==> config.mk <==
export PLATFORM = sky130hd
export DESIGN_NAME = uart_receiver_flat
export DESIGN_NICKNAME = d
export VERILOG_FILES = /design/src/rtl/uart_pkg.sv /design/src/rtl/uart_receiver_if.sv /design/src/rtl/uart_rx_sync.sv /design/src/rtl/uart_receiver.sv /design/src/flat_wrapper.sv
export SDC_FILE = /design/constraint.sdc
export NUM_CORES = 1
export LEC_CHECK = 0
export CORE_UTILIZATION = 42
export CTS_BUF_LIST = sky130_fd_sc_hd__clkbuf_8
export DETAILED_ROUTE_END_ITERATION = 12
export GPL_ROUTABILITY_DRIVEN = 0
export PLACE_DENSITY = 0.76
export REMOVE_ABC_BUFFERS = 1
export SLEW_MARGIN = 20
export SYNTH_ARGS = -nofsm -noshare
export SYNTH_HDL_FRONTEND = slang
export SYNTH_SLANG_ARGS = --single-unit
==> constraint.sdc <==
create_clock -name rx_clk -period 2 [get_ports rx_clk]
set_clock_uncertainty 0.15 [all_clocks]
set_input_delay 0.4 -clock rx_clk [delete_from_list [all_inputs] [get_ports rx_clk]]
set_output_delay 0.4 -clock rx_clk [all_outputs]
set_load 0.03 [all_outputs]
==> src/rtl/uart_pkg.sv <==
// rtl/uart_pkg.sv - shared UART constants and receiver state encoding
package uart_pkg;

    // Frame format defaults shared by the transmitter and receiver.
    localparam int DEFAULT_DATA_LENGTH  = 8;
    localparam int DEFAULT_CLKS_PER_BIT = 16;

    typedef enum logic [2:0] {
        IDLE      = 3'd0,
        START     = 3'd1,
        DATA      = 3'd2,
        PARITY    = 3'd3,
        STOP      = 3'd4,
        WAIT_IDLE = 3'd5
    } rx_state_t;

endpackage

==> src/rtl/uart_receiver_if.sv <==
// rtl/uart_receiver_if.sv - serial line and word handshake bundle for the UART receiver
interface uart_receiver_if
    import uart_pkg::*;
#(
    parameter int DATA_LENGTH = DEFAULT_DATA_LENGTH
);
    logic                   serialdata_in;
    logic                   parity_type;
    logic                   rx_ack;
    logic [DATA_LENGTH-1:0] dataout;
    logic                   rx_valid;
    logic                   rx_busy;
    logic                   frame_err;
    logic                   parity_err;
    logic                   overrun_err;

    // Receiver side.
    modport master (
        input  serialdata_in, parity_type, rx_ack,
        output dataout, rx_valid, rx_busy, frame_err, parity_err, overrun_err
    );

    // Line driver and word consumer side.
    modport slave (
        output serialdata_in, parity_type, rx_ack,
        input  dataout, rx_valid, rx_busy, frame_err, parity_err, overrun_err
    );
endinterface

==> src/rtl/uart_rx_sync.sv <==
// rtl/uart_rx_sync.sv - two-flop synchronizer for the asynchronous serial line
module uart_rx_sync (
    input  logic rx_clk,
    input  logic rst,
    input  logic d,
    output logic q
);
    logic meta;

    // Both flops reset to the idle-high line level so no false start follows reset.
    always_ff @(posedge rx_clk or negedge rst) begin
        if (!rst) begin
            meta <= 1'b1;
            q    <= 1'b1;
        end else begin
            meta <= d;
            q    <= meta;
        end
    end
endmodule

==> src/rtl/uart_receiver.sv <==
// rtl/uart_receiver.sv - UART receiver with sticky error flags; UART_RX_PARITY_EN adds a parity bit
module uart_receiver
    import uart_pkg::*;
#(
    parameter int DATA_LENGTH  = DEFAULT_DATA_LENGTH,
    parameter int CLKS_PER_BIT = DEFAULT_CLKS_PER_BIT
) (
    input  logic            rx_clk,
    input  logic            rst,
    uart_receiver_if.master bus
);
    localparam int CW = $clog2(CLKS_PER_BIT);
    localparam int BW = $clog2(DATA_LENGTH + 1);
    localparam logic [CW-1:0] HALF_LAST = CW'(CLKS_PER_BIT / 2 - 1);
    localparam logic [CW-1:0] FULL_LAST = CW'(CLKS_PER_BIT - 1);
    localparam logic [BW-1:0] BITS_LAST = BW'(DATA_LENGTH - 1);

    logic                   line_sync;
    logic                   line_prev;
    rx_state_t              state;
    logic [CW-1:0]          bit_cnt;
    logic [BW-1:0]          data_cnt;
    logic [DATA_LENGTH-1:0] shreg;
    logic                   deliver;
    logic [DATA_LENGTH-1:0] dataout_q;
    logic                   rx_valid_q;
    logic                   rx_busy_q;
    logic                   frame_err_q;
    logic                   overrun_err_q;
    logic                   mid_bit;
    logic [CW-1:0]          bit_cnt_next;
`ifdef UART_RX_PARITY_EN
    logic                   par_pend;
    logic                   parity_err_q;
`endif

    uart_rx_sync u_sync (
        .rx_clk (rx_clk),
        .rst    (rst),
        .d      (bus.serialdata_in),
        .q      (line_sync)
    );

    // Mid-bit strobe and free-running wrap of the per-bit clock counter.
    assign mid_bit      = (bit_cnt == FULL_LAST);
    assign bit_cnt_next = mid_bit ? '0 : bit_cnt + 1'b1;

    assign bus.dataout     = dataout_q;
    assign bus.rx_valid    = rx_valid_q;
    assign bus.rx_busy     = rx_busy_q;
    assign bus.frame_err   = frame_err_q;
    assign bus.overrun_err = overrun_err_q;
`ifdef UART_RX_PARITY_EN
    assign bus.parity_err  = parity_err_q;
`else
    assign bus.parity_err  = 1'b0;
`endif

    // Frame FSM, word delivery and sticky flags; later assignments take priority over the ack clear.
    always_ff @(posedge rx_clk or negedge rst) begin
        if (!rst) begin
            line_prev     <= 1'b1;
            state         <= IDLE;
            bit_cnt       <= '0;
            data_cnt      <= '0;
            shreg         <= '0;
            deliver       <= 1'b0;
            dataout_q     <= '0;
            rx_valid_q    <= 1'b0;
            rx_busy_q     <= 1'b0;
            frame_err_q   <= 1'b0;
            overrun_err_q <= 1'b0;
`ifdef UART_RX_PARITY_EN
            par_pend      <= 1'b0;
            parity_err_q  <= 1'b0;
`endif
        end else begin
            line_prev <= line_sync;
            deliver   <= 1'b0;

            if (bus.rx_ack && rx_valid_q) begin
                rx_valid_q    <= 1'b0;
                frame_err_q   <= 1'b0;
                overrun_err_q <= 1'b0;
`ifdef UART_RX_PARITY_EN
                parity_err_q  <= 1'b0;
`endif
            end

            // A word acked in this same cycle frees the holding register for the new one.
            if (deliver) begin
                if (!rx_valid_q || bus.rx_ack) begin
                    dataout_q  <= shreg;
                    rx_valid_q <= 1'b1;
`ifdef UART_RX_PARITY_EN
                    if (par_pend)
                        parity_err_q <= 1'b1;
`endif
                end else begin
                    overrun_err_q <= 1'b1;
                end
            end

            case (state)
                IDLE: begin
                    if (line_prev && !line_sync) begin
                        state     <= START;
                        rx_busy_q <= 1'b1;
                        bit_cnt   <= '0;
                        data_cnt  <= '0;
`ifdef UART_RX_PARITY_EN
                        par_pend  <= 1'b0;
`endif
                    end
                end
                START: begin
                    if (bit_cnt == HALF_LAST) begin
                        bit_cnt <= '0;
                        if (line_sync) begin
                            state     <= IDLE;
                            rx_busy_q <= 1'b0;
                        end else begin
                            state <= DATA;
                        end
                    end else begin
                        bit_cnt <= bit_cnt + 1'b1;
                    end
                end
                DATA: begin
                    bit_cnt <= bit_cnt_next;
                    if (mid_bit) begin
                        shreg <= {line_sync, shreg[DATA_LENGTH-1:1]};
                        if (data_cnt == BITS_LAST) begin
                            data_cnt <= '0;
`ifdef UART_RX_PARITY_EN
                            state    <= PARITY;
`else
                            state    <= STOP;
`endif
                        end else begin
                            data_cnt <= data_cnt + 1'b1;
                        end
                    end
                end
                PARITY: begin
                    bit_cnt <= bit_cnt_next;
                    if (mid_bit) begin
`ifdef UART_RX_PARITY_EN
                        if (line_sync != (bus.parity_type ? ~^shreg : ^shreg))
                            par_pend <= 1'b1;
`endif
                        state <= STOP;
                    end
                end
                STOP: begin
                    bit_cnt <= bit_cnt_next;
                    if (mid_bit) begin
                        deliver <= 1'b1;
                        if (line_sync) begin
                            state     <= IDLE;
                            rx_busy_q <= 1'b0;
                        end else begin
                            frame_err_q <= 1'b1;
                            state       <= WAIT_IDLE;
                        end
                    end
                end
                WAIT_IDLE: begin
                    if (line_sync) begin
                        state     <= IDLE;
                        rx_busy_q <= 1'b0;
                    end
                end
                default: begin
                    state     <= IDLE;
                    rx_busy_q <= 1'b0;
                end
            endcase
        end
    end
endmodule

==> src/flat_wrapper.sv <==
// flat-port wrapper written by rule: the top's interface ports become plain ports
module uart_receiver_flat import uart_pkg::*;
#(
    parameter int DATA_LENGTH  = DEFAULT_DATA_LENGTH,
    parameter int CLKS_PER_BIT = DEFAULT_CLKS_PER_BIT
)
  (rx_clk, rst, bus_serialdata_in, bus_parity_type, bus_rx_ack, bus_dataout, bus_rx_valid, bus_rx_busy, bus_frame_err, bus_parity_err, bus_overrun_err);
  uart_receiver_if #(.DATA_LENGTH(DATA_LENGTH)) bus_i ();
  input  logic rx_clk;
  input  logic rst;
  input wire logic [$bits(bus_i.serialdata_in)-1:0] bus_serialdata_in;
  input wire logic [$bits(bus_i.parity_type)-1:0] bus_parity_type;
  input wire logic [$bits(bus_i.rx_ack)-1:0] bus_rx_ack;
  output wire logic [$bits(bus_i.dataout)-1:0] bus_dataout;
  output wire logic [$bits(bus_i.rx_valid)-1:0] bus_rx_valid;
  output wire logic [$bits(bus_i.rx_busy)-1:0] bus_rx_busy;
  output wire logic [$bits(bus_i.frame_err)-1:0] bus_frame_err;
  output wire logic [$bits(bus_i.parity_err)-1:0] bus_parity_err;
  output wire logic [$bits(bus_i.overrun_err)-1:0] bus_overrun_err;
  assign bus_i.serialdata_in = bus_serialdata_in;
  assign bus_i.parity_type = bus_parity_type;
  assign bus_i.rx_ack = bus_rx_ack;
  assign bus_dataout = bus_i.dataout;
  assign bus_rx_valid = bus_i.rx_valid;
  assign bus_rx_busy = bus_i.rx_busy;
  assign bus_frame_err = bus_i.frame_err;
  assign bus_parity_err = bus_i.parity_err;
  assign bus_overrun_err = bus_i.overrun_err;
  uart_receiver #(.DATA_LENGTH(DATA_LENGTH), .CLKS_PER_BIT(CLKS_PER_BIT)) u_core (.rx_clk(rx_clk), .rst(rst), .bus(bus_i));
endmodule
==> run summary, run 1 <==
The total wirelength of the detailed-routed design came out at 3.00 mm. The root buffer cell chosen for the clock tree is clkbuf_8. The net count of the finished layout came out at 167.

The number of placement rows came out at 22. The max-slew violation total from the final report came out at 0. The final routed DRC violation total is 0. Of the post-synthesis cell area, the dominant cell type holds 47.3%. After clock tree synthesis, the clock-pin slew on the worst setup and hold paths is 70 ps.

The sequential power share came out at 42.6%. The library cell occupying the most area in the post-synthesis netlist is dfrtp_1. The maximum resistive drop on vdd is 0.646 mV. The fraction of the cycle the final worst path needs is 96.4%. The worst setup path is captured at a flop. The sum of net half-perimeters after detailed placement came out at 2.10 mm. The switching power total is 0.000755 W.

The leakage power summed over all cells came out at 0.918 nW. The die covers 4290 µm². The register bit total from synthesis is 35. The post-synthesis instance area came out at 1690 µm². The internal power came out at 0.00150 W. The time the worst path needs with I/O delays and setup is 1930 ps. From synthesis to final layout, the design area changed by 17.3%.

After technology mapping, the gate count stands at 141. The post-synthesis cell type count came out at 50. Counting flops with a built-in enable in the synthesized netlist gives 0.

The power share of the clock group is 28.1%. For this run, the top clock speed supported by timing is 0.519 GHz. The number of global-route vias before repair was 1,200. The worst hold path startpoint is u_core.u_sync.meta. The worst reg2reg path startpoint is u_core.data_cnt[0]. The combinational fraction of design power is 29.3%. The global-route wire length before repair is 5.26 mm. The number of antenna violations at the first check in global routing is 0.

Max-cap violations in this run came to 0. The arrival time at the worst endpoint is 1950 ps. The count of antenna-violating nets left after detailed routing came out at 0. The floorplan die width came out at 65.5 µm. The clock net in this run drives a total of 35 sinks. The starting density of the core is 44.9%. The overall die height came out at 65.5 µm.

The endpoint identified for the worst register-to-register timing path is u_core.state[0]. The number of hold violations in the final report came to 0. dfrtp_1 is the most common cell in the netlist. For the final routed database, the setup TNS stands at 0 ps. The run finished with clean final reports. Setup repair after global routing left no endpoint under its margin. The total congestion overflow is 0. The number of buffers between clock root and the deepest sink is 2. The number of buffers inserted during clock tree synthesis came out at 5. The filler cell count in the final layout is 300. The number of DRC markers after the initial detailed-route iteration came out at 57. Counting instances in the post-synthesis netlist gives the leading cell types as 32 x dfrtp_1, 15 x mux2_2, 9 x a21oi_1, 9 x nor2_1, 8 x o21ai_0. Among all flip-flop cells after synthesis, the most frequent one is dfrtp_1. The worst-case reg-to-reg path depth came out at 5.

The number of I/O pins came out at 18. The total via count after detailed routing came out at 1,184. The setup violation total in the final timing report is 0.

Along the worst path, the maximum fanout reaches 5. The critical path is of the reg -> reg type. The mean routed wirelength per cell is 14.3 µm. The worst hold path class is reg -> reg. In this run the tool buffered the top-level ports with 15 buffer cells. The antenna diode instance count came out at 0. The net switching share of the total power came out at 33.5%. The H-tree level count came out at 2.

The core occupancy in the finished layout is 52.6%. The overall routing resource usage is 16.4%. Entering global routing, the biggest net connects 36 pins. Ranked by total cell area, the synthesized netlist is headed by dfrtp_1 47%, mux2_2 10%, dfstp_2 4.7%. Data on the critical path is required at its endpoint by 2030 ps. The clock latency of the later-clocked register in the worst-skew pair came out at 290 ps. The setup slack of the most critical reg-to-reg path is 70 ps. The floorplan step defined a core boundary enclosing 3770 µm². Summing the sequential cell areas from Yosys gives 52.0% of the chip area. Power spread over the standard cell area amounts to 1140 nW/µm². The TritonCTS clock tree is done.

The vias per cell came out at 5.67. The ratio of cells with drive above 1 in the final layout is 27.3%. STA classifies the critical path startpoint as a flop. The worst-case hold path end point is u_core.u_sync.q. For this run, the number of Yosys warnings is 0.

The count of cells along the worst hold path is 0. The share of synthesized flip-flops with an asynchronous set or reset is 100%. The total iterations of the first detailed-routing run came out at 4. The total power draw came out at 0.00225 W. Each instance of the synthesized netlist takes up on average 12.0 µm².
## power by group through the flow
stage	logic (W)	clock network (W)	registers, W
6_report	0.000659	0.000633	0.000961
5_1_grt	0.000737	0.000689	0.000983
4_1_cts	0.000654	0.000647	0.000957
3_5_place_dp	0.000651	0	0.000971
3_3_place_gp	0.000610	0	0.000956
2_1_floorplan	0.000452	0	0.000961
## sequential cells by signal, summed over array words and instances (netlist names)
signal and count:
u_core.bus.rx_busy 1, u_core.data_cnt 4, u_core.u_sync.meta 1, u_core.bus.frame_err 1
u_core.line_prev 1, u_core.bus.overrun_err 1, u_core.bus.dataout 8, u_core.deliver 1
u_core.shreg 8, u_core.bus.rx_valid 1, u_core.state 3, u_core.u_sync.q 1
u_core.bit_cnt 4
## routing by layer
| metal | track usage, % | part of all wire [%] |
|---|---|---|
| met5 | 0 | 0 |
| met4 | 5.16 | 1.0 |
| met3 | 6.42 | 5.0 |
| met2 | 28.1 | 51 |
| met1 | 18.6 | 43 |
## layout make-up
type | instances | area [µm²] | area share, %
clock inverters | 3 | 43.8 | 2.21
flip-flops and latches | 35 | 880 | 44.3
well taps | 48 | 60.1 | 3.03
clock buffers | 5 | 68.8 | 3.47
repair buffers | 20 | 190 | 9.58
inverters | 2 | 7.51 | 0.378
multi-input cells | 96 | 734 | 37.0
## repair_timing
action | in CTS | in global routing
hold buffers | 0 | 0
buffers inserted | 0 | 0
resized for setup | 0 | 2
endpoints found under the setup margin | 0 | 3
## through the flow
| step | hold WS, ps | cells | cell area (µm²) | worst slack, ps |
|---|---|---|---|---|
| after floorplan | -45.6 | 133 | 1620 | 85.0 |
| after global placement | 197 | 201 | 1870 | 67.0 |
| after detailed placement | 198 | 201 | 1870 | 30.7 |
| after CTS | 209 | 209 | 1980 | 30.7 |
| after global routing | 215 | 209 | 1980 | 9.76 |
| final | 208 | 209 | 1980 | 72.5 |
## worst max-delay path, cell delays in order, from the launching register on
cell	delay (ps)
dfrtp_1	430
ha_1	260
and3b_1	220
o21ai_0	340
a21oi_2	120
mux2_4	300
## worst max path at each step
| stage | startpoint | to | cells after the start |
|---|---|---|---|
| 3_5_place_dp | bus_rx_ack | u_core.bus.dataout[0] | 4 |
| 3_3_place_gp | bus_rx_ack | u_core.bus.dataout[0] | 4 |
| 6_report | u_core.data_cnt[0] | u_core.state[0] | 5 |
| 5_1_grt | u_core.data_cnt[0] | u_core.state[0] | 5 |
| 2_1_floorplan | u_core.bit_cnt[0] | u_core.state[0] | 5 |
| 4_1_cts | u_core.bit_cnt[0] | u_core.state[0] | 5 |
## placed cells by master, fill, tap and decap left out, drive strengths merged, types with 2 or more instances in the layout
cell,Yosys,layout
a21oi,10,10
a31oi,3,3
buf,7,5
clkbuf,1,5
clkdlybuf4s50,0,14
clkinv,0,2
dfrtp,32,32
dfstp,3,3
ha,2,2
inv,2,2
mux2,16,16
mux2i,3,3
nand2,7,7
nand2b,3,3
nand3,2,2
nor2,10,10
nor4b,2,2
o21ai,10,10
o31ai,2,2
or3b,2,2
## cell families after synthesis
| group | share of synthesized area, % |
|---|---|
| DFF | 52.0 |
| and+or+nand+nor | 13.6 |
| AOI/OAI and AO/OA | 15.3 |
| buffers and inverters | 4.73 |
| other | 0.222 |
| adders and majority gates | 1.48 |
| muxes | 12.6 |
Power figures use the tool's default switching activity.
==> inputs of run 2 (changes only) <==
Settings changed: PLACE_DENSITY 0.76 to 0.61.
==> run 2 against run 1 <==
Global-route usage rose by 0.31 points; critical path depth fell by 4; first-iteration DRC count fell by 40%; utilization rose by 0.17 points; fmax barely moved; flip-flop and latch count did not move; via count fell by 2.2%; non-clock buffer count rose by 2; worst hold slack got worse by 1.1 ps; design area rose by 0.32%; die area did not move; register-to-register slack improved by 30 ps; critical endpoint is now bus_rx_valid.
==> run summary, run 2 (same netlist as run 1, synthesis figures left out) <==
The category of cells accounting for the largest share of critical-path delay is buffers and inverters. The overall die height came out at 65.5 µm. The pin count of the biggest net entering global routing came out at 36. For this run, the share of the core covered by cells in the final layout is 52.8%. The standard cell with the maximum stage delay on the critical path is clkdlybuf4s50_1.

The vias per cell came out at 5.49. The setup slack of the most critical reg-to-reg path is 100 ps. The most common library cell in the layout ignoring fill and taps is dfrtp_1. The max-slew violation total from the final report is 0. The number of DRC markers after the initial detailed-route iteration came out at 34. The number of hold violations in the final report is 0. The number of antenna violations at the first check in global routing came to 0. The total via count after detailed routing is 1,158.

In the final timing run, aggregate negative setup slack is 0 ps. Port buffering added 15 buffers. The clock sink total came out at 35. The worst setup path is of the reg -> out kind. STA classifies the critical path startpoint as a flop. The signal on the critical path passes through clkdlybuf4s50_1. The number of buffers inserted to repair setup after CTS came out at 0.

The number of buffers between clock root and the deepest sink is 2. The worst hold path passes through 0 cells. The total overflow left after global routing is 0. For this run, the number of standard cells in the final layout without fillers is 211.

The time the worst path needs with I/O delays and setup came out at 1930 ps. The worst hold path startpoint is u_core.u_sync.meta. In this run the remaining antenna-violating nets after routing total 0.

The largest stage delay on the critical path came out at 690 ps. The antenna diode instance count is 0. In the final design database the tool counted 169 nets. The worst register-to-register path ends at u_core.state[0].

The total power divided by cell area is 1060 nW/µm². STA classifies the critical path endpoint as an output port. The max-capacitance violation count is 0. The worst hold path class is reg -> reg. The path with the worst hold slack has its endpoint at u_core.u_sync.q.

Setup repair after global routing left no endpoint under its margin. The largest fanout on the critical path is 5. The number of global-route vias before repair is 1,142. The leakage power summed over all cells is 0.912 nW. The worst register-to-register path begins at u_core.bit_cnt[0]. The area of the die came out at 4290 µm². The total iterations of the first detailed-routing run came out at 4. IR analysis of the VDD net gives a maximum drop of 0.598 mV.

The flow ran to the end, and the final reports show no timing, DRC or antenna violations. The setup violation total in the final timing report is 0. After detailed placement, the total cell area comes to 1910 µm². The arrival time at the worst endpoint came out at 1380 ps. The overall routing resource usage is 16.7%. The critical path buffer and inverter count is 1. The layout overhead on the synthesized area is 17.7%.

Cells with a size suffix above 1 make up 27.0% of the layout. The total power draw came out at 0.00210 W. In the routed design, unresolved DRC markers number 0. The maximum operating frequency came out at 0.519 GHz. From left edge to right edge, the die measures 65.5 µm. In this run the count of I/O pins placed on the die edge is 18. CTS placed an instance of clkbuf_8 at the clock tree root. The H-tree level count is 2. The starting density of the core came out at 44.9%.

The first global-routing pass estimated 5.26 mm of wire. The total placed cells including tap cells is 203. The fraction of the cycle the final worst path needs is 96.3%. The number of clock buffers added by TritonCTS is 5. After clock tree synthesis, the clock-pin slew on the worst setup and hold paths is 70 ps. The total wirelength of the detailed-routed design came out at 2.96 mm. In the layout the commonest cells are 32 x dfrtp_1, 15 x mux2_2, 15 x clkdlybuf4s50_1. Dividing the detail-routed wire length by the instance count gives 14.0 µm. The floorplan has 22 rows. The core area came out at 3770 µm².

For the worst flop-to-flop path, the logic depth is 5. The sum of net half-perimeters after detailed placement came out at 2.09 mm. The finished cells cover 1990 µm². TritonCTS built the clock tree. The clock latency of the later-clocked register in the worst-skew pair came out at 290 ps. The required arrival time at the worst endpoint came out at 1450 ps.
## run 2: cell count changes in the layout (fill, tap and decap cells not counted)
cell	before	now
dlymetal6s2s_1	1	0
clkinv_4	1	0
buf_12	0	2
bufinv_16	1	0
o21ai_0	8	7
clkdlybuf4s50_1	14	15
o21ai_1	2	3
inv_1	2	4
## run 2: what timing repair did
item,4_1_cts,5_1_grt
hold buffers,0,0
endpoints found under the setup margin,0,1
resized for setup,0,2
hold endpoints to repair,0,0
## run 2: how the worst max path moves through the flow
stage / cells after the start / startpoint / endpoint / slack (ps)
after floorplan: 5 / u_core.bit_cnt[0] / u_core.state[0] / 80
after global placement: 5 / u_core.bit_cnt[0] / u_core.state[0] / 80
after detailed placement: 5 / u_core.bit_cnt[0] / u_core.state[0] / 40
after CTS: 5 / u_core.data_cnt[0] / u_core.state[0] / 30
after global routing: 1 / u_core.bus.rx_valid / bus_rx_valid / 30
final: 1 / u_core.bus.rx_valid / bus_rx_valid / 70
## run 2: stage by stage
stage               hold slack, ps  worst slack [ps]
detailed placement             198              44.7
floorplan                    -45.6              85.0
CTS                            208              34.2
global placement               196              76.8
global route                   213              26.2
finish                         207              74.1
## run 2: power breakdown
group / internal [W] / switching [W]
Clock: 0.000234 / 0.000242
Combinational: 0.000333 / 0.000343
Sequential: 0.000808 / 0.000144
Total: 0.00138 / 0.000729
## run 2: routing by layer
layer,GRT usage [%],vias to the layer above,part of all wire [%]
met5,0,-,0
met4,6.52,0,1.6
met3,5.73,7,4.7
met2,25.4,20,46
met1,21.8,576,47
li1,-,555,-
## run 2: layout make-up
class | instances | area (µm²)
clock buffer | 5 | 68.8
clock inverter | 3 | 12.5
fill | 332 | 1780
inverter | 2 | 7.51
multi-input combinational | 96 | 734
sequential | 35 | 880
tap | 48 | 60.1
timing repair buffer | 22 | 228
==> inputs of run 3 (changes only) <==
Settings changed: SYNTH_HIERARCHICAL set to 1.
==> run 3 against run 2 <==
Critical path depth rose by 5; worst setup slack improved by 29 ps; routed wire length fell by 6.3%; design area fell by 3.8%; synthesized cell count rose by 0.71%; via count fell by 1.3%; register-to-register slack barely moved; first-iteration DRC count rose by 120%; sequential share of layout area rose by 1.8 points; fmax rose by 1.5%.
==> run summary, run 3 <==
The mean routed wirelength per cell came out at 12.9 µm. In this run the worst path has a maximum fanout of 6. The placement-stage worst setup slack is 83.6 ps. The synthesized netlist contains 36 unique library cells. The worst setup path is of the reg -> reg kind.

The starting density of the core came out at 45.1%. The post-CTS clock slew at the launch and capture registers of the worst setup and hold paths is 60 ps. The number of buffers between clock root and the deepest sink came out at 2. The number of standard cells in the layout, taps in and fillers out came out at 215.

The top cell types in the final layout, fill and taps aside, are 32 x nand2_1, 31 x dfrtp_1, 14 x clkdlybuf4s50_1. Counting flops and latches in the post-synthesis netlist gives 35. The post-synthesis instance area came out at 1550 µm². The layout overhead on the synthesized area is 23.4%.

The design draws 0.00195 W. The net count of the finished layout is 175. The most common library cell in the layout ignoring fill and taps is nand2_1.

By area the synthesized netlist is led by dfrtp_1 52%, mux2_2 8.0%, nand2_1 7.7%. The die is 62.8 µm tall. The routed layout has 1,143 vias. The maximum resistive drop on vdd is 0.625 mV. The clock sink total came out at 35.

Of all cell types, the one taking the most synthesized area is dfrtp_1. The number of hold violations in the final report came to 0. The count of antenna-violating nets left after detailed routing came out at 0. The fraction of the cycle the final worst path needs came out at 94.9%.

By count the netlist is led by 32 x dfrtp_1, 32 x nand2_1, 11 x mux2_2. The worst setup path is launched from a flop. The H-tree level count is 2. Entering global routing, the biggest net connects 36 pins.

The number of I/O pins came out at 18. For the worst setup path, the data required time is 2070 ps. The per-instance average area after synthesis came out at 10.9 µm².

The core area came out at 3440 µm². The worst hold path class is reg -> reg. The area of the die is 3940 µm². 0 antenna diodes ended up in the layout.

The number of hold buffers added after CTS was 0. The share of synthesized area occupied by flip-flops and latches is 56.6%. For this run, the leading register cell type out of synthesis is dfrtp_1. The number of enable flip-flop cells after synthesis came out at 0.

The total iterations of the first detailed-routing run is 4. The worst path setup slack after routing came out at 103 ps. Buffers placed on the I/O ports in this run total 15.

The final routed DRC violation total came out at 0. TritonCTS built the clock tree. Setup repair after global routing left no endpoint under its margin. The run finished with clean final reports. The tree is rooted in a clkbuf_8. The max-slew violation total from the final report came out at 0.

The total power divided by cell area is 1020 nW/µm². The worst setup path is captured at a flop. The top cell type's share of synthesized area came out at 51.6%.

The maximum operating frequency came out at 0.527 GHz. The number of DRC markers after the initial detailed-route iteration came out at 75. The number of global-route vias before repair was 1,094. The sum of negative setup slack is 0 ps.

The max-capacitance violation count came out at 0. In the synthesized netlist the async set-or-reset flop fraction comes to 100%. Of the cells placed in the final design, the portion with a size suffix greater than 1 is 21.3%. The number of cells produced by synthesis came out at 142. The total congestion overflow came out at 0.

The total placed cells including tap cells came out at 204. Setup violations remaining at the end of the flow were counted as 0. The clock latency of the later-clocked register in the worst-skew pair is 290 ps.

For this design the static power due to leakage is 0.968 nW. The time the worst path needs with I/O delays and setup is 1900 ps. Detailed placement ended at an HPWL of 1.88 mm. The number of synthesis warnings is 6.

The first global-routing pass estimated 5.00 mm of wire. The vias per cell is 5.32. Row generation in the floorplan step produced 21 rows. Clock tree synthesis inserted a total of 5 buffers.

The number of antenna violations at the first check in global routing is 0. The total wirelength of the detailed-routed design came out at 2.77 mm. Data arrives at the worst endpoint at 1970 ps.

The floorplan die width is 62.8 µm. The overall routing resource usage is 16.8%.
-- run 3: cell types whose count changed after synthesis, moves of 3 or more --
cell | before | now
nand2_1 | 7 | 32
mux2_2 | 15 | 11
a21oi_1 | 9 | 4
mux2i_1 | 3 | 0
buf_6 | 5 | 1
and3_1 | 0 | 3
nor2_1 | 9 | 6
a22o_1 | 1 | 4
-- run 3: cell families (layout without fill, tap and decap cells) --
group | count (synthesis) | after routing | synth area share, %
xor+xnor | 2 | 2 | 1.13
buf+inv | 6 | 33 | 2.34
simple gates | 54 | 54 | 15.6
fa+ha+maj | 2 | 2 | 1.61
flops | 35 | 35 | 56.6
mux | 11 | 11 | 7.98
compound gates | 31 | 31 | 14.4
other cells | 1 | 1 | 0.242
-- run 3: per-layer routing --
layer,up-vias,GRT usage [%],part of all wire [%]
li1,546,-,-
met1,565,20.5,46
met2,25,25.7,47
met3,7,5.66,4.5
met4,0,9.59,2.5
met5,-,0,0
-- run 3: what timing repair did --
item                       in CTS  in global routing
hold endpoints to repair        0                  0
setup endpoints to repair       0                  4
resized for setup               0                  4
setup buffers                   0                  3
-- run 3: per-stage QoR --
| step | util, % | hold WS (ps) | area, µm² |
|---|---|---|---|
| 2_1_floorplan | - | -45.6 | 1520 |
| 3_3_place_gp | 51.9 | 203 | 1790 |
| 3_5_place_dp | 51.9 | 205 | 1790 |
| 4_1_cts | 54.5 | 218 | 1880 |
| 5_1_grt | 55.7 | 218 | 1920 |
| 6_report | 55.7 | 216 | 1920 |
-- run 3: layout make-up --
class	instances	area (µm²)
inverters	1	3.75
clock inverters	2	8.76
fillers	295	1530
repair buffers	24	233
well taps	46	57.6
clock buffers	6	82.6
multi-input cells	101	649
flip-flops and latches	35	881
-- run 3: power by group --
group,internal [W],switching [W]
Combinational,0.000261,0.000250
Clock,0.000272,0.000241
Sequential,0.000792,0.000131
-- run 3: path summary, 6_finish.rpt --
kind / start / end / slack [ps] / depth (start not counted)
max in group asynchronous: rst / u_core/line_prev / 990 / 2
min reg2reg: u_core/u_sync/meta / u_core/u_sync/q / 220 / 0
max: u_core/bit_cnt[0] / u_core/data_cnt[3] / 100 / 6
max reg2reg: u_core/bit_cnt[0] / u_core/data_cnt[3] / 100 / 6
min in group asynchronous: rst / u_core/bus.rx_valid / 380 / 2
min: u_core/u_sync/meta / u_core/u_sync/q / 220 / 0
-- run 3: worst max-delay path: stages (launching register included) --
cell     delay, ps
dfrtp_1        410
ha_4           180
and3_2         190
and3_1         210
a31oi_4         60
or4_1          530
nand2_1         90
